===== src/rtl/serial_arith_pkg.sv =====
// Shared types for the bit-serial add/subtract unit.
// State encoding and width limits.
package serial_arith_pkg;

  localparam int MAX_WIDTH = 64;

  typedef enum logic [1:0] {
    IDLE = 2'd0,
    RUN  = 2'd1,
    DONE = 2'd2
  } state_e;

endpackage


===== src/rtl/fa_cell.sv =====
// Combinational 1-bit full adder cell.
// The single arithmetic element of serial_adder.
module fa_cell (
  input  logic a,
  input  logic b,
  input  logic ci,
  output logic s,
  output logic co
);

  assign s  = a ^ b ^ ci;
  assign co = (a & b) | (ci & (a ^ b));

endmodule


===== src/rtl/serial_adder.sv =====
// Bit-serial add/subtract, LSB first, one bit per clock.
// Result, carry-out and overflow presented with a done pulse.
module serial_adder #(
  parameter int WIDTH = 8,
  parameter int CNT_W = $clog2(WIDTH)
) (
  input  logic             clk,
  input  logic             rst,
  input  logic             start,
  input  logic             sub,
  input  logic [WIDTH-1:0] a,
  input  logic [WIDTH-1:0] b,
  input  logic             cin,
  output logic             ready,
  output logic             busy,
  output logic             done,
  output logic [WIDTH-1:0] sum,
  output logic             cout,
  output logic             overflow
);

  import serial_arith_pkg::*;

  localparam logic [CNT_W-1:0] LAST = CNT_W'(WIDTH - 1);

  state_e           state_q, state_d;
  logic [WIDTH-1:0] opa_q, opa_d;
  logic [WIDTH-1:0] opb_q, opb_d;
  logic [WIDTH-1:0] sum_q, sum_d;
  logic             carry_q, carry_d;
  logic             cout_q, cout_d;
  logic             ovf_q, ovf_d;
  logic [CNT_W-1:0] idx_q, idx_d;
  logic             fa_s, fa_co;

  fa_cell u_fa (
    .a  (opa_q[idx_q]),
    .b  (opb_q[idx_q]),
    .ci (carry_q),
    .s  (fa_s),
    .co (fa_co)
  );

  always_comb begin
    state_d = state_q;
    opa_d   = opa_q;
    opb_d   = opb_q;
    sum_d   = sum_q;
    carry_d = carry_q;
    cout_d  = cout_q;
    ovf_d   = ovf_q;
    idx_d   = idx_q;
    unique case (state_q)
      IDLE, DONE: begin
        state_d = IDLE;
        if (start) begin
          // Subtraction runs as a + ~b + 1.
          opa_d   = a;
          opb_d   = sub ? ~b : b;
          carry_d = sub ? 1'b1 : cin;
          idx_d   = '0;
          state_d = RUN;
        end
      end
      RUN: begin
        sum_d[idx_q] = fa_s;
        carry_d      = fa_co;
        if (idx_q == LAST) begin
          // carry_q here is the carry into the MSB.
          cout_d  = fa_co;
          ovf_d   = fa_co ^ carry_q;
          idx_d   = '0;
          state_d = DONE;
        end else begin
          idx_d = idx_q + 1'b1;
        end
      end
      default: state_d = IDLE;
    endcase
  end

  always_ff @(posedge clk or posedge rst) begin
    if (rst) begin
      state_q <= IDLE;
      opa_q   <= '0;
      opb_q   <= '0;
      sum_q   <= '0;
      carry_q <= 1'b0;
      cout_q  <= 1'b0;
      ovf_q   <= 1'b0;
      idx_q   <= '0;
    end else begin
      state_q <= state_d;
      opa_q   <= opa_d;
      opb_q   <= opb_d;
      sum_q   <= sum_d;
      carry_q <= carry_d;
      cout_q  <= cout_d;
      ovf_q   <= ovf_d;
      idx_q   <= idx_d;
    end
  end

  assign busy     = (state_q == RUN);
  assign ready    = ~busy;
  assign done     = (state_q == DONE);
  assign sum      = sum_q;
  assign cout     = cout_q;
  assign overflow = ovf_q;

endmodule


===== config.mk =====
export PLATFORM = sky130hd
export DESIGN_NAME = serial_adder
export DESIGN_NICKNAME = d
export VERILOG_FILES = /design/src/rtl/serial_arith_pkg.sv /design/src/rtl/fa_cell.sv /design/src/rtl/serial_adder.sv
export SDC_FILE = /design/constraint.sdc
export NUM_CORES = 1
export LEC_CHECK = 0
export CORE_MARGIN = 2
export CORE_UTILIZATION = 45
export DETAILED_ROUTE_END_ITERATION = 7
export GPL_TIMING_DRIVEN = 0
export PLACE_DENSITY = 0.75
export SLEW_MARGIN = 25
export SYNTH_ARGS = -nofsm -noshare
export SYNTH_HDL_FRONTEND = slang
export SYNTH_SLANG_ARGS = --single-unit

===== constraint.sdc =====
create_clock -name clk -period 2.15 [get_ports clk]
set_input_delay 0.645 -clock clk [delete_from_list [all_inputs] [get_ports clk]]
set_output_delay 0.645 -clock clk [all_outputs]
set_load 0.1 [all_outputs]

==> run_results.csv, run 1 <==
group,metric,value,unit
timing,slew_headroom,0.565,
timing,fmax,441,MHz
cts,cts_buffers,5,
layout,diodes,0,
cts,cts_tree,"built",
critical_path,cp_slowest_stage_delay,0.53,ns
logic_synthesis,syn_avg_cell_area,12.7,um2
logic_synthesis,synthCells,121,
layout,register_area,801,um2
routing,wl,2.98,mm
cts,clk_pin_slew,0.09,ns
timing,slew_violations,0,
floorplanning,die_w,62.5,um
cts,cts_sinks,32,
cts,htree_levels,2,
grt,grt_pass1_vias,1176,
layout,layout_commonest_cell,"dfrtp_1",
critical_path,criticalPathCategory,"reg -> reg",
logic_synthesis,yosys_warnings,0,
routing,post_drt_wl_per_cell,14.3,um
layout,layout-drive-gt1-share,0.352,
cts,insertion_delay,0.33,ns
critical_path,critPathMaxFanout,8,
grt,grt_overflow_total,0,
layout,multi_input_area,699,um2
status,failed_checks,"setup timing",
critical_path,end_kind,"flop",
floorplanning,rows,21,
placement,portBuffers,32,
logic_synthesis,synth-seq-area-share,0.520,
grt,grt_first_pass_wirelength,5.50,mm
timing,layout_setup_ws,-0.118,ns
placement,gp_congestion,0.755,
routing,ant_nets,0,
floorplanning,coreArea,0.00331,mm2
timing,hold_viol,0,
grt,antenna_found_initial,0,
routing,vias,1051,
placement,dpl.hpwl,2.13,mm
routing,drcViolationCount,0,
timing,rsz0062_at_grt,"true",
critical_path,worst-path-buf-inv,1,
placement,dp_slack,-0.422,ns
logic_synthesis,netlist_area,0.00154,mm2
status,outcome,"complete, but fails checks",
layout,fillCellCount,280,
critical_path,crit_top_cell,"mux2_4",
grt,grt_max_degree,33,
timing,period_share,1.05,
grt,grt.total_usage,0.184,
critical_path,cp_top_family,"multiplexers",
routing,drt_iter0_markers,21,
timing,period_needed,2.27,ns
cts,cts_hold_buf,0,
floorplanning,ios,34,
critical_path,r2r_slack,-0.12,ns
logic_synthesis,ys_ff_latch,32,
floorplanning,die_h,62.5,um
routing,drt_first_pass_iters,4,
floorplanning,die_area,0.00391,mm2
cts,cts.path.max_buffers,2,
critical_path,crit_chain,"buf_6 -> mux4_2 -> mux2_4 -> fa_2 -> mux2_4",
critical_path,slowest_stage,"fa_2",
critical_path,cp-start-kind,"flop",
layout,layout_common_cells,"dfrtp_1 (32), clkdlybuf4s50_1 (19), mux2_2 (11)",
routing,via_per_inst,5.05,
critical_path,required,2.36,ns
layout,nets,186,
cts,clockRootBuffer,"clkbuf_4",
floorplanning,start_util,0.465,
timing,worstMarginPinSlew,0.652,ns
worst_hold_path,hold_class,"reg -> reg",
flow_run,cap_viol_max_count,0,
logic_synthesis,syn-num-nets,145,
layout,area_delta_synth_final,31.7,%
critical_path,arrival,2.48,ns
logic_synthesis,synth_cell_types,32,
timing,fin_skew,0.0108,ns
timing,finalSetupViolCount,8,
state kept, by name (all words and copies together), names as in the netlist:
signal	count
opa_q	8
opb_q	8
sum	8
idx_q	3
state_q	2
carry_q	1
cout	1
overflow	1
cells by family (layout without fill, tap and decap cells):
kind of cell / Yosys count / count (layout) / synth area share
compound gates: 14 / 14 / 0.0561
flops: 32 / 32 / 0.520
xor+xnor: 9 / 9 / 0.0512
fa+ha+maj: 3 / 3 / 0.0292
mux: 23 / 23 / 0.202
simple gates: 27 / 27 / 0.0975
buf+inv: 13 / 54 / 0.0439
per-stage QoR:
stage	cells	cell area (um2)	TNS, ns	util	hold slack, ns
global route	208	2030	-1.43	0.613	0.524
detailed placement	199	1920	-1.86	0.581	0.467
finish	208	2030	-0.877	0.613	0.484
floorplan	121	1550	0	-	0.442
global placement	199	1920	-1.60	0.581	0.455
CTS	207	1990	-0.836	0.601	0.495
routing by layer:
layer,routed length (um),GRT usage,up-vias
li1,-,-,507
met1,1330,0.233,508
met2,1460,0.296,34
met3,177,0.0649,2
met4,20,0.0583,0
met5,0,0,-
worst reg2reg max path, cell delays in order (launching register included):
cell	delay [ns]
dfrtp_1	0.38
buf_6	0.14
mux4_2	0.51
mux2_4	0.28
fa_2	0.53
mux2_4	0.30
cell type report:
type / count / share of cell area
flip-flops and latches: 32 / 0.395
clock inverters: 1 / 0.00247
plain buffers: 9 / 0.0302
well taps: 46 / 0.0284
multi-input cells: 76 / 0.345
repair buffers: 34 / 0.171
inverters: 4 / 0.00802
clock buffers: 6 / 0.0204
repair_timing:
item                                   4_1_cts  5_1_grt
gates resized for setup                     50       10
endpoints found under the hold margin        0        0
buffers inserted                             1        1
setup endpoints to repair                   22       14
pin swaps                                    1        2
cloned                                       0        0
cell usage after synthesis, drive strengths merged:
library cell | n | area share
nand2b | 2 | 0.0081
o31ai | 1 | 0.0049
nor4b | 2 | 0.015
nand3b | 1 | 0.0049
clkinv | 1 | 0.0024
nand4 | 1 | 0.0041
mux4 | 4 | 0.063
inv | 3 | 0.0073
nand3 | 2 | 0.0065
xnor2 | 9 | 0.051
ha | 2 | 0.016
mux2 | 19 | 0.14
a32o | 1 | 0.0065
clkbuf | 2 | 0.0057
nor3 | 1 | 0.0032
dfrtp | 32 | 0.52
nand2 | 10 | 0.024
and2 | 1 | 0.0041
buf | 7 | 0.028
nand4b | 2 | 0.011
nor2b | 1 | 0.0041
nor2 | 3 | 0.0073
nor4 | 1 | 0.0041
a22o | 1 | 0.0057
fa | 1 | 0.013
a221o | 1 | 0.0065
o21ai | 10 | 0.032
worst paths after layout:
check / start / end / cells after the start
max in group asynchronous: rst / opb_q[5] / 2
worst max register to register: idx_q[0] / sum[5] / 5
worst min-delay path: overflow / overflow / 2
min in group asynchronous: rst / opa_q[0] / 2
worst min register to register: overflow / overflow / 2
worst max-delay path: idx_q[0] / sum[5] / 5
Power of run 1 is left out: the tool's default activity adds up to more than one toggle a clock period on the data nets, which glitch-free logic cannot reach.
==> inputs of run 2 (changes only) <==
Settings changed: CTS_CLUSTER_DIAMETER set to 80, SYNTH_HIERARCHICAL set to 1.
Clock period 2.15 ns to 1.9 ns, I/O delays scaled along.
==> run 2 against run 1 <==
  * Highest routed layer unchanged
  * The run still ends with setup timing left
  * Routed wire length fell by 4.6%
  * Cell area rose by 2.4%
  * Non-clock buffer count rose by 1
  * Fmax rose by 1.5%
  * Register-to-register slack got worse by 0.22 ns
  * Via count rose by 0.29%
  * First-iteration DRC count rose by 120%
==> run_results.csv, run 2 <==
group,metric,value,unit
routing,vias,1054,
critical_path,arrival,2.47,ns
logic_synthesis,synth_commonest_cells,"dfrtp_1 (32), mux2_2 (19), nand2_1 (10), o21ai_0 (10), xnor2_1 (9)",
grt,grt_pass1_vias,1066,
cts,cts_tree,"built",
floorplanning,coreArea,0.00331,mm2
placement,gp_congestion,0.753,
routing,drcViolationCount,0,
logic_synthesis,synth-seq-area-share,0.519,
timing,period_needed,2.23,ns
routing,ant_nets,0,
timing,rsz0062_at_grt,"true",
timing,tns,-3.21,ns
critical_path,slowest_stage,"fa_2",
timing,finalSetupViolCount,11,
layout,layout_commonest_cell,"dfrtp_1",
routing,via_per_inst,5.02,
logic_synthesis,ys_top_cells_by_area,"dfrtp_1 (52%), mux2_2 (14%), mux4_1 (6.8%)",
logic_synthesis,dominantRegCellSynth,"dfrtp_1",
floorplanning,die_w,62.6,um
logic_synthesis,synth_compound_area_frac,0.0559,
timing,layout_setup_ws,-0.334,ns
layout,fillCellCount,293,
logic_synthesis,synth.most_common_cell,"dfrtp_1",
logic_synthesis,synth_edf_count,0,
critical_path,end_kind,"flop",
timing,period_share,1.18,
logic_synthesis,synth_cell_types,30,
routing,drt_first_pass_iters,4,
logic_synthesis,ys_ff_latch,32,
logic_synthesis,synth_xor_area_frac,0.0511,
grt,antenna_found_initial,0,
logic_synthesis,synth_top_area_frac,0.519,
timing,worstMarginPinSlew,0.662,ns
logic_synthesis,async_flop_share,1.00,
layout,layout_common_cells,"dfrtp_1 (32), clkdlybuf4s50_1 (19), mux2_2 (15), nand2_1 (10), clkdlybuf4s15_2 (10)",
logic_synthesis,syn-num-nets,145,
status,outcome,"complete, but fails checks",
grt,grt_overflow_total,0,
critical_path,crit_top_cell,"mux2_4",
flow_run,cap_viol_max_count,0,
grt,grt.total_usage,0.165,
grt,grt_max_degree,33,
placement,dpl.hpwl,2.08,mm
critical_path,crit_chain,"buf_6 -> mux4_2 -> mux2_4 -> fa_2 -> mux2_4",
floorplanning,rows,21,
floorplanning,start_util,0.466,
layout,area_delta_synth_final,34.5,%
timing,slew_violations,0,
floorplanning,die_area,0.00392,mm2
timing,fin_skew,0.0156,ns
layout,nets,187,
cts,clk_pin_slew,0.10,ns
logic_synthesis,yosys.area_share.adder,0.0292,
layout,layout-drive-gt1-share,0.360,
routing,wl,2.84,mm
critical_path,cp_slowest_stage_delay,0.54,ns
critical_path,required,2.14,ns
logic_synthesis,yosys_warnings,6,
cts,cts.path.max_buffers,2,
critical_path,criticalPathCategory,"reg -> reg",
timing,slew_headroom,0.558,
cts,htree_levels,2,
routing,post_drt_wl_per_cell,13.5,um
cts,cts_hold_buf,0,
cts,cts_buffers,5,
cts,cts_sinks,32,
logic_synthesis,netlist_area,0.00154,mm2
logic_synthesis,yosysTopAreaCell,"dfrtp_1",
placement,portBuffers,32,
critical_path,cp-start-kind,"flop",
cts,clockRootBuffer,"clkbuf_4",
critical_path,critPathMaxFanout,8,
logic_synthesis,synth_top_family_by_area,"multiplexers",
logic_synthesis,synthCells,121,
routing,drt_iter0_markers,47,
timing,hold_viol,0,
grt,grt_first_pass_wirelength,4.96,mm
floorplanning,ios,34,
layout,diodes,0,
logic_synthesis,synth_mux_area_frac,0.207,
status,failed_checks,"setup timing",
timing,fmax,448,MHz
floorplanning,die_h,62.6,um
worst_hold_path,hold_class,"reg -> reg",
logic_synthesis,synthSimpleGateAreaFrac,0.0932,
cts,insertion_delay,0.34,ns
logic_synthesis,syn_avg_cell_area,12.8,um2
layout,fin_util,0.627,
[run 2: cell counts after synthesis]
Identical to the previous run, type by type.
[run 2: worst paths after layout]
kind                            startpoint       end  slack (ns)  depth (start not counted)
min in group asynchronous              rst  opa_q[7]        0.64                          2
worst max-delay path              idx_q[0]    sum[7]       -0.33                          5
worst max register to register    idx_q[0]    sum[7]       -0.33                          5
worst min-delay path              opb_q[0]  opb_q[0]        0.49                          2
max in group asynchronous              rst  opb_q[5]        0.81                          2
worst min register to register    opb_q[0]  opb_q[0]        0.49                          2
[run 2: routing by layer]
layer,track usage,vias to the layer above,routed length [um]
met3,0.0559,4,154
li1,-,509,-
met4,0.0583,0,45
met2,0.296,29,1460
met1,0.181,512,1180
met5,0,-,0
[run 2: area by class of cell]
type,count,area (um2),share of cell area
Clock buffer,7,65.1,0.0313
Buffer,9,61.3,0.0295
Sequential cell,32,801,0.386
Multi-Input combinational cell,76,678,0.327
Tap cell,46,57.6,0.0277
Clock inverter,1,30.0,0.0145
Inverter,4,20.0,0.00964
Timing Repair Buffer,35,364,0.175
[run 2: metrics by stage]
| stage | hold WS [ns] | instances | setup slack [ns] | instance area [um2] |
|---|---|---|---|---|
| finish | 0.485 | 210 | -0.334 | 2080 |
| global route | 0.511 | 210 | -0.406 | 2080 |
| detailed placement | 0.470 | 199 | -0.595 | 1920 |
| CTS | 0.490 | 208 | -0.362 | 2060 |
| global placement | 0.459 | 199 | -0.574 | 1920 |
| floorplan | 0.445 | 121 | -0.238 | 1550 |
[run 2: kinds of logic (layout without fill, tap and decap cells)]
| family | Yosys count | count (layout) |
|---|---|---|
| AO/OA/AOI/OAI | 14 | 14 |
| buffers and inverters | 13 | 56 |
| AND/OR/NAND/NOR | 27 | 27 |
| XOR/XNOR | 9 | 9 |
| flip-flops | 32 | 32 |
| adder cells (fa/ha/maj) | 3 | 3 |
| multiplexers | 23 | 23 |
[run 2: timing repair]
item | CTS | global route
gates resized for setup | 55 | 1
pin swaps | 1 | 1
setup buffers | 1 | 2
setup endpoints to repair | 24 | 13
[run 2: critical path, delay by kind of cell, from the launching register on]
| family | cells | cell delay, ns |
|---|---|---|
| adders and majority gates | 1 | 0.54 |
| muxes | 3 | 1.09 |
| DFF | 1 | 0.37 |
| buffers and inverters | 1 | 0.14 |
Power of run 2 is left out for the same reason.
